[config.mk]
export PLATFORM = sky130hd
export DESIGN_NAME = card_shoe
export DESIGN_NICKNAME = d
export VERILOG_FILES = /design/src/rtl/card_shoe.sv
export SDC_FILE = /design/constraint.sdc
export NUM_CORES = 1
export LEC_CHECK = 0
export ABC_AREA = 1
export CAP_MARGIN = 10
export CORE_MARGIN = 2
export CORE_UTILIZATION = 50
export CTS_CLUSTER_DIAMETER = 120
export DETAILED_ROUTE_END_ITERATION = 8
export HOLD_SLACK_MARGIN = 0.02
export PLACE_DENSITY = 0.79
export SLEW_MARGIN = 0
export SYNTH_ARGS = -nofsm -noshare
export SYNTH_HDL_FRONTEND = slang
export SYNTH_SLANG_ARGS = --single-unit
[constraint.sdc]
create_clock -name fast_clock -period 3.9 [get_ports fast_clock]
set_input_delay 0.39 -clock fast_clock [delete_from_list [all_inputs] [get_ports fast_clock]]
set_output_delay 0.39 -clock fast_clock [all_outputs]
set_load 0.03 [all_outputs]
[src/rtl/card_shoe.sv]
// card_shoe: finite multi-deck shoe that deals one random rank per deal request,
// without replacement. Request lines arrive asynchronously and are synchronised
// and edge-detected here; a Galois LFSR picks a starting rank and a linear probe
// skips exhausted ranks.
module card_shoe #(
  parameter int          DECKS       = 1,
  parameter logic [15:0] LFSR_SEED   = 16'hACE1,
  parameter int          SYNC_STAGES = 2
) (
  input  logic       fast_clock,
  input  logic       resetb,
  input  logic       deal_req,
  input  logic       shuffle_req,
  output logic [3:0] card,
  output logic       card_valid,
  output logic       busy,
  output logic       empty,
  output logic [8:0] remaining
);

  localparam int         NUM_RANKS   = 13;
  localparam logic [5:0] FULL_COUNT  = 6'(4 * DECKS);
  localparam logic [8:0] FULL_REMAIN = 9'(52 * DECKS);
  localparam logic [15:0] LFSR_MASK  = 16'hB400;

  typedef enum logic {IDLE, SEARCH} state_t;

  // Synchroniser chains plus history flops for the two request lines
  logic [SYNC_STAGES-1:0] deal_sync_reg;
  logic [SYNC_STAGES-1:0] shuffle_sync_reg;
  logic                   deal_hist_reg;
  logic                   shuffle_hist_reg;
  logic                   deal_edge;
  logic                   shuffle_edge;

  // Selection LFSR
  logic [15:0] lfsr_reg;
  logic [15:0] lfsr_next;

  // Dealer state
  state_t     state_reg, state_next;
  logic [3:0] ptr_reg, ptr_next;
  logic [8:0] remaining_reg, remaining_next;
  logic [3:0] card_reg, card_next;
  logic       card_valid_reg, card_valid_next;

  // Per-rank copy counts, gathered into one packed vector for reading
  logic [NUM_RANKS-1:0][5:0] count_all;
  logic [5:0]                cur_count;
  logic                      search_hit;
  logic [3:0]                lfsr_low;

  // Shift request lines through the synchroniser and keep one cycle of history
  always_ff @(posedge fast_clock or negedge resetb) begin
    if (!resetb) begin
      deal_sync_reg    <= '0;
      shuffle_sync_reg <= '0;
      deal_hist_reg    <= 1'b0;
      shuffle_hist_reg <= 1'b0;
    end else begin
      deal_sync_reg    <= {deal_sync_reg[SYNC_STAGES-2:0], deal_req};
      shuffle_sync_reg <= {shuffle_sync_reg[SYNC_STAGES-2:0], shuffle_req};
      deal_hist_reg    <= deal_sync_reg[SYNC_STAGES-1];
      shuffle_hist_reg <= shuffle_sync_reg[SYNC_STAGES-1];
    end
  end

  assign deal_edge    = deal_sync_reg[SYNC_STAGES-1] & ~deal_hist_reg;
  assign shuffle_edge = shuffle_sync_reg[SYNC_STAGES-1] & ~shuffle_hist_reg;

  // Galois LFSR step; a nonzero seed can never collapse to zero
  always_comb begin
    lfsr_next = {1'b0, lfsr_reg[15:1]};
    if (lfsr_reg[0]) begin
      lfsr_next = lfsr_next ^ LFSR_MASK;
    end
  end

  // Free-running LFSR register
  always_ff @(posedge fast_clock or negedge resetb) begin
    if (!resetb) begin
      lfsr_reg <= LFSR_SEED;
    end else begin
      lfsr_reg <= lfsr_next;
    end
  end

  assign lfsr_low = lfsr_reg[3:0];

  // Read the count of the rank under the probe pointer
  always_comb begin
    cur_count = '0;
    for (int i = 0; i < NUM_RANKS; i++) begin
      if (ptr_reg == 4'(i)) begin
        cur_count = count_all[i];
      end
    end
  end

  // A shuffle in the same cycle pre-empts any hit
  assign search_hit = (state_reg == SEARCH) && (cur_count != 6'd0) && !shuffle_edge;

  genvar gi;
  generate
    for (gi = 0; gi < NUM_RANKS; gi++) begin : g_rank
      logic [5:0] cnt_reg;

      // Per-rank counter: refilled on shuffle, decremented when this rank is dealt
      always_ff @(posedge fast_clock or negedge resetb) begin
        if (!resetb) begin
          cnt_reg <= FULL_COUNT;
        end else if (shuffle_edge) begin
          cnt_reg <= FULL_COUNT;
        end else if (search_hit && (ptr_reg == 4'(gi))) begin
          cnt_reg <= cnt_reg - 6'd1;
        end
      end

      assign count_all[gi] = cnt_reg;
    end
  endgenerate

  // Next-state and datapath updates for the deal FSM
  always_comb begin
    state_next      = state_reg;
    ptr_next        = ptr_reg;
    remaining_next  = remaining_reg;
    card_next       = card_reg;
    card_valid_next = 1'b0;
    if (shuffle_edge) begin
      state_next     = IDLE;
      remaining_next = FULL_REMAIN;
    end else begin
      case (state_reg)
        IDLE: begin
          if (deal_edge) begin
            if (remaining_reg == 9'd0) begin
              card_next       = 4'd0;
              card_valid_next = 1'b1;
            end else begin
              ptr_next   = (lfsr_low >= 4'd13) ? (lfsr_low - 4'd13) : lfsr_low;
              state_next = SEARCH;
            end
          end
        end
        SEARCH: begin
          if (search_hit) begin
            remaining_next  = remaining_reg - 9'd1;
            card_next       = ptr_reg + 4'd1;
            card_valid_next = 1'b1;
            state_next      = IDLE;
          end else begin
            ptr_next = (ptr_reg == 4'd12) ? 4'd0 : ptr_reg + 4'd1;
          end
        end
        default: state_next = IDLE;
      endcase
    end
  end

  // Deal FSM state and output registers
  always_ff @(posedge fast_clock or negedge resetb) begin
    if (!resetb) begin
      state_reg      <= IDLE;
      ptr_reg        <= 4'd0;
      remaining_reg  <= FULL_REMAIN;
      card_reg       <= 4'd0;
      card_valid_reg <= 1'b0;
    end else begin
      state_reg      <= state_next;
      ptr_reg        <= ptr_next;
      remaining_reg  <= remaining_next;
      card_reg       <= card_next;
      card_valid_reg <= card_valid_next;
    end
  end

  assign card       = card_reg;
  assign card_valid = card_valid_reg;
  assign busy       = (state_reg == SEARCH);
  assign remaining  = remaining_reg;
  assign empty      = (remaining_reg == 9'd0);

endmodule
Word-level counts from Yosys, hierarchy flattened --
Index checks and enable logic that the tools add are counted.
Storage, ports and cells: output and inout bits 16, word-level logic and storage cells 164, bits of input ports 4, bits in registers 119
Cells by class: reduce and logical (&&, ||, !) cells 37, bitwise operators 7, muxes and demuxes 63, add/subtract/negate cells 16, magnitude comparators 1, eq/ne operators 17
Operator list (number):
- $mux 6 | 39
- $sub 6x1->6 const B | 13
- $mux 4 | 8
- $reduce_bool 2->1 | 15
- $mux 9 | 3
- $eq 4x4->1 const B | 5
- $eq 4x3->1 const B | 4
- $mux 16 | 1
- $pmux 4 s2 | 2
- $logic_and 1x1->1 | 15
- $logic_not 9->1 | 1
- $sub 9x1->9 const B | 1
- $eq 4x2->1 const B | 2
- $mux 1 | 8
- $ne 2x2->1 const B | 4
- $reduce_and 4->1 | 2
- $reduce_bool 6->1 | 1
- $add 4x1->4 const B | 1
- $eq 4x1->1 const B | 1
- $ge 4x4->1 const B | 1
- $logic_not 4->1 | 1
- $not 1->1 | 4
- $not 3->4 | 1
- $pmux 1 s2 | 2
- 5 further kinds | 6

Logic depth before layout (Yosys ltp) --
depth after elaboration 20, gate-level depth with buffers 25, depth with buffers taken out 24

Worst setup path before layout --
No wires, ideal clock.
kind register to register, from register ptr_reg[0], to register g_rank[5].cnt_reg[3], cell stages (with the launch flop) 19, path slack 1.318 ns, setup time 0.065 ns, arrival time 2.517 ns, period minus slack after synthesis 2.582 ns, cells stage by stage dfrtp_1 inv_1 ha_1 clkbuf_1 inv_1 nor2_1 inv_1 o21ai_0 inv_1 nand3_1 nand2_1 nand4_1 nand2_1 nand2_4 buf_8 nand4_4 inv_2 nand2_1 nand2_1
Between the ends: word-level cells in the longest chain between the ends 19, elaborated cells between the ends (all ways) 31, those cells by class eq/ne: 12; mux: 13; reduce/logical: 6
RTL lines:
- start: declaration | line 42 | logic [3:0] ptr_reg, ptr_next;
- start signal: assignment | line 171 | ptr_reg <= ptr_next;
- $logic_not 4->1 | line 94 | if (ptr_reg == 4'(i)) begin
- $mux 6 (13 in a row) | line 94
- $reduce_bool 6->1 | line 101 | assign search_hit = (state_reg == SEARCH) && (cur_count != 6'd0) && !shuffle_edge;
- $logic_and 1x1->1 (2 in a row) | line 101
- $logic_and 1x1->1 * | line 114 | end else if (search_hit && (ptr_reg == 4'(gi))) begin
- $reduce_bool 2->1 (no source line) *
- end signal: assignment | line 115 | cnt_reg <= cnt_reg - 6'd1;
- end: declaration | line 106 | logic [5:0] cnt_reg;
Mark *: on every way between the ends. The rest lies on a longest branch, timed or not. A chain may end at the register's enable or synchronous reset.

Worst setup path after layout --
from register ptr_reg[1], to register remaining_reg[4], in the netlist remaining[4]
Between the ends: word-level cells in the longest chain between the ends 19, elaborated cells between the ends (all ways) 31, those cells by class eq/ne: 12; mux: 13; reduce/logical: 6
RTL lines:
- $logic_not 4->1 | line 94
- $mux 6 (12 in a row) | line 94
- $mux 6 * | line 94
- $reduce_bool 6->1 * | line 101
- $logic_and 1x1->1 * (2 in a row) | line 101
- $reduce_bool 2->1 (no source line) *
- $reduce_and 2->1 (no source line) *
- end signal: assignment | line 172 | remaining_reg <= remaining_next;
- end: declaration | line 43 | logic [8:0] remaining_reg, remaining_next;
Marks and branches as above.

==> results.sh <==
export IMPL_numPortBuffers=19
export IMPL_start_kind="flop"
export IMPL_wl_per_cell_um=13.4
export IMPL_slew_headroom_pct=47.8
export IMPL_cts_buffers=17
export IMPL_start_util_pct=51.0
export IMPL_grt_pass1_wl_mm=25.9
export IMPL_cp_slowest_cell="dfrtp_1"
export IMPL_drv_cap=0
export IMPL_crit_path_end_kind="flop"
export IMPL_r2r_cells=18
export IMPL_required_ns=4.23
export IMPL_syn_nets=948
export IMPL_grt_overflow=0
export IMPL_synth_mux_area_share_pct=0
export IMPL_worstSkewPairLatency_ns=0.43
export IMPL_fin_skew_ns=0.0133
export IMPL_crit_family="simple AND/OR/NAND/NOR gates"
export IMPL_synth_xor_area_share_pct=7.05
export IMPL_rsz0062_at_grt="false"
export IMPL_cellPowerDensity_mw_per_mm2=646
export IMPL_grt_max_degree=66
export IMPL_cp_max_fo=18
export IMPL_final_hold_viol_count=0
export IMPL_cts_resized=0
export IMPL_r2r_slack_ns=0.42
export IMPL_wl_met2_mm=7.20
export IMPL_timing_rr_end="remaining[4]"
export IMPL_synth_avg_cell_area_sq_um=7.66
export IMPL_dp_hpwl_mm=10.1
export IMPL_synthAdderAreaFrac_pct=3.53
export IMPL_p_leak_nw=4.19
export IMPL_synthSimpleGateAreaFrac_pct=32.6
export IMPL_crit_arrival_ns=3.81
export IMPL_clock_path_buffers=2
export IMPL_totalNegativeSetupSlack_ns=0
export IMPL_clk_pin_slew_ns=0.06
export IMPL_cts_tree="done"
export IMPL_dr_pass1_iters=5
export IMPL_synth_compound_area_share_pct=4.83
export IMPL_cp_common_cell="nand2_1"
export IMPL_avgViaCountPerCell=5.22
export IMPL_fin_crit_ns=3.48
export IMPL_power_w=0.00521
export IMPL_die_h_um=123
export IMPL_htreeDepth=4
export IMPL_fp_row_count=43
export IMPL_synth_seq_area_share_pct=42.5
export IMPL_yosysUniqueCellTypes=35
export IMPL_synth_top_family_by_area="simple AND/OR/NAND/NOR gates"
export IMPL_place_congestion=0.917
export IMPL_post_cts_buffers=0
export IMPL_grt_pass1_vias=5525
export IMPL_cts_root_buf="clkbuf_16"
export IMPL_postCtsHoldBufs=0
export IMPL_largest_reg_flops=78
export IMPL_synth_seq_cells=119
export IMPL_dieWidth_um=123
export IMPL_cts_sinks=119
export IMPL_met3_length_um=751
export IMPL_min_path_type="in2async"
export IMPL_peakVddDrop_v=0.000388
export IMPL_grt_use_total_pct=21.7
export IMPL_path_buf_inv=2
export IMPL_path_cells="inv_1 -> ha_1 -> nand3_1 -> inv_1 -> nor2_1 -> nand2_1 -> nand2_1 -> nand2_1 -> nand2_1 -> nand2_1 -> nand2_1 -> nor2_1 -> nand4_1 -> nand2_1 -> nand2_4 -> nand2_4 -> nand2_1 -> o21ai_0"
export IMPL_period_share_pct=89.2
export IMPL_setup_viol=0
export IMPL_ant_nets=0
export IMPL_slowest_delay_ns=0.43
export IMPL_vias=5947
export IMPL_drt_total_wl_mm=15.2
export IMPL_maxSlewViolCount=0
export IMPL_diodes=0
export IMPL_r2r_start="ptr_reg[1]"
export IMPL_wl_met1_mm=7.02
export IMPL_synth_cells=924
export IMPL_status="complete, no violations"
export IMPL_top_level_ports=20
export IMPL_core_sq_mm=0.0139
export IMPL_drt_iter0_drc=467
export IMPL_route_detailed_drc=0
export IMPL_top_layer="met4"
export IMPL_max_freq_mhz=288
export IMPL_syn_area_sq_mm=0.00708
export IMPL_die_area_sq_mm=0.0151
export IMPL_num_nets_final=970
export IMPL_drive_above_1_share_pct=10.0
export IMPL_yosysWarnings=0
export IMPL_area_growth_syn_to_layout_pct=14.0
export IMPL_antenna_found_initial=0
export IMPL_worstMarginPinSlew_ns=0.783
export IMPL_crit_type="reg2reg"
-- report_power, final --
| group | total [W] | internal (W) | switching, W |
|---|---|---|---|
| Sequential | 0.00163 | 0.00144 | 0.000189 |
| Clock | 0.00161 | 0.00101 | 0.000602 |
| Combinational | 0.00197 | 0.000672 | 0.00129 |
| Total | 0.00521 | 0.00312 | 0.00209 |
-- layout by cell type (no fill, tap or decap), types with 2 or more instances in the layout --
master,n
xor2_1,28
o31ai_1,2
nand2_4,2
o21ai_0,18
clkdlybuf4s50_1,18
bufinv_16,3
nand4_4,10
or2_2,4
nor3_1,17
a31oi_1,3
clkinv_4,3
o21ai_1,5
nand2_1,282
buf_4,7
clkbuf_1,2
nand3_1,125
ha_1,20
nor2_2,2
o21bai_1,13
xnor2_1,29
clkbuf_16,17
inv_1,137
inv_6,3
nand4_1,9
a21oi_1,9
nor2_1,46
dfrtp_1,95
dfstp_2,24
inv_2,11
clkinvlp_4,4
-- logic make-up after synthesis --
family          Yosys count
xor+xnor                 57
fa+ha+maj                20
compound gates           56
flops                   119
buf+inv                 172
simple gates            500
-- per-stage QoR --
step / instance area [sq um] / cells / worst slack (ns) / utilization (%) / hold slack, ns
global placement: 7460 / 1107 / 0.612 / 53.8 / 0.332
global route: 8070 / 1139 / 0.0130 / 58.1 / 0.0897
CTS: 8070 / 1139 / 0.472 / 58.1 / 0.0574
floorplan: 7080 / 924 / 1.32 / - / 0.0944
finish: 8070 / 1139 / 0.422 / 58.1 / 0.0433
detailed placement: 7460 / 1107 / 0.528 / 53.8 / 0.336
-- layer usage --
layer / vias up / global-route usage, %
met2: 160 / 33.9
met1: 2807 / 29.3
met5: - / 0
li1: 2956 / -
met3: 24 / 4.84
met4: 0 / 8.59
-- worst max path at each step --
stage / startpoint / to / cells past startpoint
2_1_floorplan: ptr_reg[0] / g_rank[5].cnt_reg[3] / 18
3_3_place_gp: ptr_reg[1] / remaining[4] / 19
3_5_place_dp: ptr_reg[1] / remaining[4] / 18
4_1_cts: ptr_reg[1] / remaining[4] / 18
5_1_grt: ptr_reg[1] / remaining[5] / 19
6_report: ptr_reg[1] / remaining[4] / 18
-- area by class of cell --
class / count / area, sq um
tap: 180 / 225
multi-input combinational: 633 / 3410
clock inverter: 13 / 173
inverter: 149 / 562
fill: 1212 / 5810
timing repair buffer: 26 / 253
sequential: 119 / 3010
clock buffer: 19 / 433
-- synthesized netlist by cell type (all sizes together) --
master,count,area (sq um)
o22ai,1,6.26
a32oi,1,8.76
xor2,28,245
nand3,126,636
dfstp,24,631
a32o,1,10.0
a31oi,4,25.0
clkbuf,12,45.0
nor2,49,196
nand4,19,269
nor3,18,101
o21ai,23,115
buf,11,67.6
o31ai,2,15.0
o32ai,1,8.76
or2,4,25.0
dfrtp,95,2380
inv,149,559
o32a,1,10.0
nand2,284,1080
xnor2,29,254
a21oi,9,45.0
o21bai,13,97.6
ha,20,250
Power figures use the tool's default switching activity.
